===== config.mk =====
export PLATFORM = sky130hd
export DESIGN_NAME = fp_mul_pipe
export DESIGN_NICKNAME = d
export VERILOG_FILES = /design/src/rtl/fp_pkg.sv /design/src/rtl/fp_mant_core.sv /design/src/rtl/fp_mul_pipe.sv
export SDC_FILE = /design/constraint.sdc
export NUM_CORES = 1
export LEC_CHECK = 0
export ABC_CLOCK_PERIOD_IN_PS = 3200
export CORE_UTILIZATION = 56
export CTS_CLUSTER_DIAMETER = 120
export DETAILED_ROUTE_END_ITERATION = 6
export GPL_ROUTABILITY_DRIVEN = 0
export HOLD_SLACK_MARGIN = 0.03
export PLACE_DENSITY = 0.81
export SLEW_MARGIN = 20
export SYNTH_ARGS = -nofsm -noshare
export SYNTH_HDL_FRONTEND = slang
export SYNTH_SLANG_ARGS = --single-unit

===== constraint.sdc =====
create_clock -name clk -period 3.2 [get_ports clk]
set_input_delay 0.32 -clock clk [delete_from_list [all_inputs] [get_ports clk]]
set_output_delay 0.32 -clock clk [all_outputs]
set_load 0.05 [all_outputs]

===== src/rtl/fp_pkg.sv =====
// Shared definitions for the small sign/exponent/mantissa float datapath:
// default field widths, mode encodings and field-slice helpers.
package fp_pkg;

  localparam int EXP_BITS_DEF  = 4;
  localparam int MANT_BITS_DEF = 3;
  localparam int BIAS_DEF      = (2 ** (EXP_BITS_DEF - 1)) - 1;

  localparam logic MODE_APPROX = 1'b0;
  localparam logic MODE_EXACT  = 1'b1;

  // Helpers work on a zero-extended 32-bit word so one definition serves any width.
  function automatic logic fld_sign(input logic [31:0] x, input int eb, input int mb);
    logic [31:0] t;
    t = x >> (eb + mb);
    return t[0];
  endfunction

  function automatic logic [31:0] fld_exp(input logic [31:0] x, input int eb, input int mb);
    logic [31:0] t;
    t = x >> mb;
    return t & ((32'd1 << eb) - 32'd1);
  endfunction

  function automatic logic [31:0] fld_mant(input logic [31:0] x, input int mb);
    return x & ((32'd1 << mb) - 32'd1);
  endfunction

endpackage


===== src/rtl/fp_mant_core.sv =====
// Combinational mantissa datapath: Mitchell log-domain add or exact
// truncating multiply of the two significands.
module fp_mant_core
  import fp_pkg::*;
#(
  parameter int MANT_BITS = MANT_BITS_DEF
) (
  input  logic [MANT_BITS-1:0] ma_i,
  input  logic [MANT_BITS-1:0] mb_i,
  input  logic                 mode_i,
  output logic [MANT_BITS-1:0] mant_o,
  output logic                 c_o
);

  localparam int PW = 2 * MANT_BITS + 2;

  logic [MANT_BITS:0]   sum;
  logic [PW-1:0]        prod;
  logic [MANT_BITS+1:0] p_top;

  assign sum  = {1'b0, ma_i} + {1'b0, mb_i};
  assign prod = PW'({1'b1, ma_i}) * PW'({1'b1, mb_i});
  // Product lies in [1,4): keep the carry bit and the two candidate fraction windows.
  assign p_top = (MANT_BITS + 2)'(prod >> MANT_BITS);

  always_comb begin
    c_o    = sum[MANT_BITS];
    mant_o = sum[MANT_BITS-1:0];
    if (mode_i == MODE_EXACT) begin
      c_o    = p_top[MANT_BITS+1];
      mant_o = p_top[MANT_BITS+1] ? p_top[MANT_BITS:1] : p_top[MANT_BITS-1:0];
    end
  end

endmodule


===== src/rtl/fp_mul_pipe.sv =====
// Two-stage pipelined float multiplier with valid/ready handshakes,
// overflow/underflow/zero flags and sticky status bits.
module fp_mul_pipe
  import fp_pkg::*;
#(
  parameter int EXP_BITS  = EXP_BITS_DEF,
  parameter int MANT_BITS = MANT_BITS_DEF,
  parameter int W         = 1 + EXP_BITS + MANT_BITS,
  parameter int BIAS      = (2 ** (EXP_BITS - 1)) - 1
) (
  input  logic         clk,
  input  logic         rst_n,
  input  logic         in_valid,
  output logic         in_ready,
  input  logic [W-1:0] in_a,
  input  logic [W-1:0] in_b,
  input  logic         in_mode,
  output logic         out_valid,
  input  logic         out_ready,
  output logic [W-1:0] out_p,
  output logic         out_of,
  output logic         out_uf,
  output logic         out_zero,
  output logic         sticky_of,
  output logic         sticky_uf,
  input  logic         sticky_clr
);

  localparam int EB2   = EXP_BITS + 2;
  localparam int MAX_E = (2 ** EXP_BITS) - 1;

  logic                 sign_a, sign_b;
  logic [EXP_BITS-1:0]  ea, eb;
  logic [MANT_BITS-1:0] ma, mb, core_mant;
  logic                 core_c;
  logic [EB2-1:0]       esum;

  assign sign_a = fld_sign(32'(in_a), EXP_BITS, MANT_BITS);
  assign sign_b = fld_sign(32'(in_b), EXP_BITS, MANT_BITS);
  assign ea     = EXP_BITS'(fld_exp(32'(in_a), EXP_BITS, MANT_BITS));
  assign eb     = EXP_BITS'(fld_exp(32'(in_b), EXP_BITS, MANT_BITS));
  assign ma     = MANT_BITS'(fld_mant(32'(in_a), MANT_BITS));
  assign mb     = MANT_BITS'(fld_mant(32'(in_b), MANT_BITS));
  // Two guard bits keep the biased sum signed and unclipped in two's complement.
  assign esum   = EB2'(ea) + EB2'(eb) - EB2'(BIAS);

  fp_mant_core #(.MANT_BITS(MANT_BITS)) u_core (
    .ma_i  (ma),
    .mb_i  (mb),
    .mode_i(in_mode),
    .mant_o(core_mant),
    .c_o   (core_c)
  );

  logic                 s1_valid_q, s1_sign_q, s1_zero_q, s1_c_q;
  logic [EB2-1:0]       s1_esum_q;
  logic [MANT_BITS-1:0] s1_mant_q;

  logic                 s2_valid_q, of_q, uf_q, zero_q;
  logic [W-1:0]         p_q;
  logic                 sticky_of_q, sticky_uf_q;

  logic                 s2_adv;
  logic [EB2-1:0]       e_full;
  logic                 e_neg, e_le0, e_big;
  logic [W-1:0]         p_d;
  logic                 of_d, uf_d, zero_d;

  assign s2_adv   = ~s2_valid_q | out_ready;
  assign in_ready = ~s1_valid_q | ~s2_valid_q | out_ready;

  always_ff @(posedge clk or negedge rst_n) begin
    if (!rst_n) begin
      s1_valid_q <= 1'b0;
      s1_sign_q  <= 1'b0;
      s1_zero_q  <= 1'b0;
      s1_c_q     <= 1'b0;
      s1_esum_q  <= '0;
      s1_mant_q  <= '0;
    end else if (in_ready) begin
      s1_valid_q <= in_valid;
      if (in_valid) begin
        s1_sign_q <= sign_a ^ sign_b;
        s1_zero_q <= (ea == '0) | (eb == '0);
        s1_c_q    <= core_c;
        s1_esum_q <= esum;
        s1_mant_q <= core_mant;
      end
    end
  end

  assign e_full = s1_esum_q + EB2'(s1_c_q);
  assign e_neg  = e_full[EB2-1];
  assign e_le0  = e_neg | (e_full == '0);
  assign e_big  = ~e_neg & (e_full > EB2'(MAX_E));

  always_comb begin
    p_d    = {s1_sign_q, e_full[EXP_BITS-1:0], s1_mant_q};
    of_d   = 1'b0;
    uf_d   = 1'b0;
    zero_d = 1'b0;
    if (s1_zero_q) begin
      p_d    = {s1_sign_q, {(W-1){1'b0}}};
      zero_d = 1'b1;
    end else if (e_le0) begin
      p_d    = {s1_sign_q, {(W-1){1'b0}}};
      uf_d   = 1'b1;
      zero_d = 1'b1;
    end else if (e_big) begin
      p_d    = {s1_sign_q, {(W-1){1'b1}}};
      of_d   = 1'b1;
    end
  end

  // Output registers only move on a downstream transfer, so a stalled result holds.
  always_ff @(posedge clk or negedge rst_n) begin
    if (!rst_n) begin
      s2_valid_q <= 1'b0;
      p_q        <= '0;
      of_q       <= 1'b0;
      uf_q       <= 1'b0;
      zero_q     <= 1'b0;
    end else if (s2_adv) begin
      s2_valid_q <= s1_valid_q;
      if (s1_valid_q) begin
        p_q    <= p_d;
        of_q   <= of_d;
        uf_q   <= uf_d;
        zero_q <= zero_d;
      end
    end
  end

  always_ff @(posedge clk or negedge rst_n) begin
    if (!rst_n) begin
      sticky_of_q <= 1'b0;
      sticky_uf_q <= 1'b0;
    end else begin
      if (s2_valid_q & out_ready & of_q) sticky_of_q <= 1'b1;
      else if (sticky_clr)               sticky_of_q <= 1'b0;
      if (s2_valid_q & out_ready & uf_q) sticky_uf_q <= 1'b1;
      else if (sticky_clr)               sticky_uf_q <= 1'b0;
    end
  end

  assign out_valid = s2_valid_q;
  assign out_p     = p_q;
  assign out_of    = of_q;
  assign out_uf    = uf_q;
  assign out_zero  = zero_q;
  assign sticky_of = sticky_of_q;
  assign sticky_uf = sticky_uf_q;

endmodule


==> results of run 1 <==
-- through the flow --
stage,power [uW],util [%],area [um2]
after CTS,1361,79.09,2494
after global placement,1189,78.13,2464
after floorplan,964.9,-,1928
after detailed placement,1219,78.13,2464
final,1372,80.12,2526
after global routing,1473,80.12,2526
-- layout make-up --
cell class / instances / area share, %
inverter: 14 / 2.080
timing repair buffer: 55 / 19.96
multi-input combinational: 159 / 47.94
clock inverter: 1 / 0.1981
clock buffer: 3 / 0.8915
tap: 44 / 2.179
sequential: 27 / 26.75
-- cells in the final DEF (no fill, tap or decap), types with 2 or more instances in the layout --
cell type        instances
a21o_1                   2
a21oi_1                  3
a21oi_2                  2
a22o_1                   2
and2_1                   5
buf_4                   19
clkbuf_4                 3
clkdlybuf4s50_1         34
dfrtp_1                 27
fa_1                     6
ha_1                    19
inv_1                   14
nand2_1                 29
nand2b_1                 6
nand3_1                  8
nand3b_1                 3
nor2_1                  14
nor2b_1                  2
nor3_1                   2
nor4_1                   2
o21a_1                   2
o21ai_0                  8
o21ai_1                  9
o221a_1                  2
o31ai_1                  2
or3_1                    2
xnor2_1                  3
xor2_1                   6
-- cells by family after synthesis --
family | after synthesis | share of synthesized area, %
muxes | 1 | 0.5840
adders and majority gates | 27 | 20.25
DFF | 27 | 35.04
AOI/OAI and AO/OA | 41 | 15.44
and+or+nand+nor | 81 | 21.09
xor gates and xnor gates | 9 | 4.088
buffers and inverters | 18 | 3.504
-- routing by layer --
metal  wire [um]  vias up  part of all wire [%]  global-route usage, %
met5           0        -                     0                      0
met4          14        0                  0.36                  8.766
met3         138        2                   3.5                  2.132
met2        2090       43                    54                  48.04
met1        1657      801                    42                  26.98
li1            -      819                     -                      -
-- worst max-delay path: stages --
cell,delay [ps]
clkdlybuf4s50_1,410
buf_4,150
ha_1,220
fa_1,410
fa_1,450
ha_1,330
nand3b_1,110
or3_1,380
o211ai_2,130
buf_4,170
o211ai_1,80
o221a_1,130
-- power breakdown --
part / switching (uW) / internal [uW]
clock network: 97.0 / 46.8
logic: 435 / 299
registers: 64.6 / 430
-- worst paths after layout --
check,endpoint,slack [ps],depth (start not counted)
worst min register to register,out_p[0],500,2
max in group asynchronous,out_of,2610,2
worst max-delay path,s1_mant_q[1],120,12
worst min-delay path,s1_zero_q,350,2
min in group clk,out_p[0],500,2
worst max register to register,out_p[6],1230,7
-- synth_stat cells, types with 5 or more instances --
library cell	count	area (um2)
o21ai_1	8	40.04
nand2_1	29	108.9
nand2b_1	7	43.79
and2_1	5	31.28
nor2_1	14	52.55
xor2_1	6	52.55
fa_1	7	140.1
ha_1	20	250.2
inv_1	14	52.55
dfrtp_1	27	675.7
nand3_1	8	40.04
o21ai_0	9	45.04
-- timing repair --
action	in CTS	in global routing
endpoints found under the setup margin	1	1
pin swaps	1	4
resized for setup	2	6
hold endpoints to repair	0	0
buffers inserted	0	1
==> reports/results.ini, run 1 <==
[outcome]
outcome = finished clean

[logic_synthesis]
ys_types = 43
synth_ff_type = dfrtp_1
ys_ff_latch = 27
syn-cell-area_um2 = 1928
syn-num-nets = 253
async_flop_share_pct = 100.0
synthCells = 204
synth.avg_cell_area_um2 = 9.451
ys_warn_count = 0
ys_seq_area_share_pct = 35.04
synth_edf_count = 0

[sta]
setup_violations = 0
fin_crit_ps = 3077
clock_skew_ps = 7.185
finalCritPeriodShare_pct = 96.14
slew_viol_final = 0
worst_slew_pin_slew_ps = 533.0
slew-limit-headroom_pct = 64.38
timing.final.hold_violations = 0
fmax_ghz = 0.3250
whs_ps = 345.5
timing.final.ws_setup_ps = 123.5
rsz0062_at_grt = false
fin_tns_setup_ps = 0

[setup_path]
r2r-start = s1_c_q
cp-start-kind = input pin
crit_start = in_a[2]
end_kind = flip-flop
cp_max_fo = 5
crit_type = in2reg
cp_data_required_time_ps = 3420
crit_arrival_ps = 3290

[finish]
nNetsFinal = 309
num-fill-cells = 220
syn2layout_area_growth_pct = 31.02
fin_cells = 303
largest_reg_flops = 8
multi_input_area_um2 = 1211
regArea_um2 = 675.6
drive_above_1_share_pct = 13.90
diodes = 0

[cts]
cts_tree = yes
root_buffer = clkbuf_4
htree_num_levels = 1
hold_buffers = 0
cts.clk_slew.worst_paths_ps = 140
numCtsBuffers = 3
clockBufferDepth = 2
clkSinkCount = 27
worstSkewPairLatency_ps = 320

[worst_hold_path]
hold_class = in2async

[die]
dieArea_um2 = 3681
start_util_pct = 61.15
die_height_um = 60.68
ios = 37
coreArea_um2 = 3153
dieWidth_um = 60.68
rows = 20

[global_route]
grt_pass1_vias = 1744
antenna_found_initial = 0
grt_pass1_wl_um = 6906
grt_max_degree = 28
track_usage_pct = 24.39
gr-total-overflow = 0

[placed_design]
dpl.cell_count = 298
io_buffers = 36
place_ws_ps = -386.3
place_hpwl_um = 3306

[power_and_ir_drop]
leakage_uw = 0.001163
max-vdd-ir-drop_v = 0.0002334
power_density_nw_per_um2 = 543.2

[drt]
vias_per_cell = 5.495
dr.pass1.iters = 4
vias = 1665
drt_iter0_drc = 62
avgRoutedWirePerCell_um = 12.87
drc_errors = 0
ant_nets = 0
drt-total-wl_um = 3900

[job]
cap_violations = 0

Note: power is estimated with default switching activity, not from simulation.
==> run 2, diff against run 1 <==
--- a/config.mk
+++ b/config.mk
@@ -6,6 +6,7 @@
 export NUM_CORES = 1
 export LEC_CHECK = 0
 export ABC_CLOCK_PERIOD_IN_PS = 3200
+export CAP_MARGIN = 20
 export CORE_UTILIZATION = 56
 export CTS_CLUSTER_DIAMETER = 120
 export DETAILED_ROUTE_END_ITERATION = 6
==> results of run 2 <==
Same layout as run 1: the final DEF is identical, and so are final timing and power.
==> run 3, diff against run 2 <==
--- a/config.mk
+++ b/config.mk
@@ -17,3 +17,4 @@
 export SYNTH_ARGS = -nofsm -noshare
 export SYNTH_HDL_FRONTEND = slang
 export SYNTH_SLANG_ARGS = --single-unit
+export TNS_END_PERCENT = 30
==> results of run 3 <==
Same layout as run 1: the final DEF is identical, and so are final timing and power.
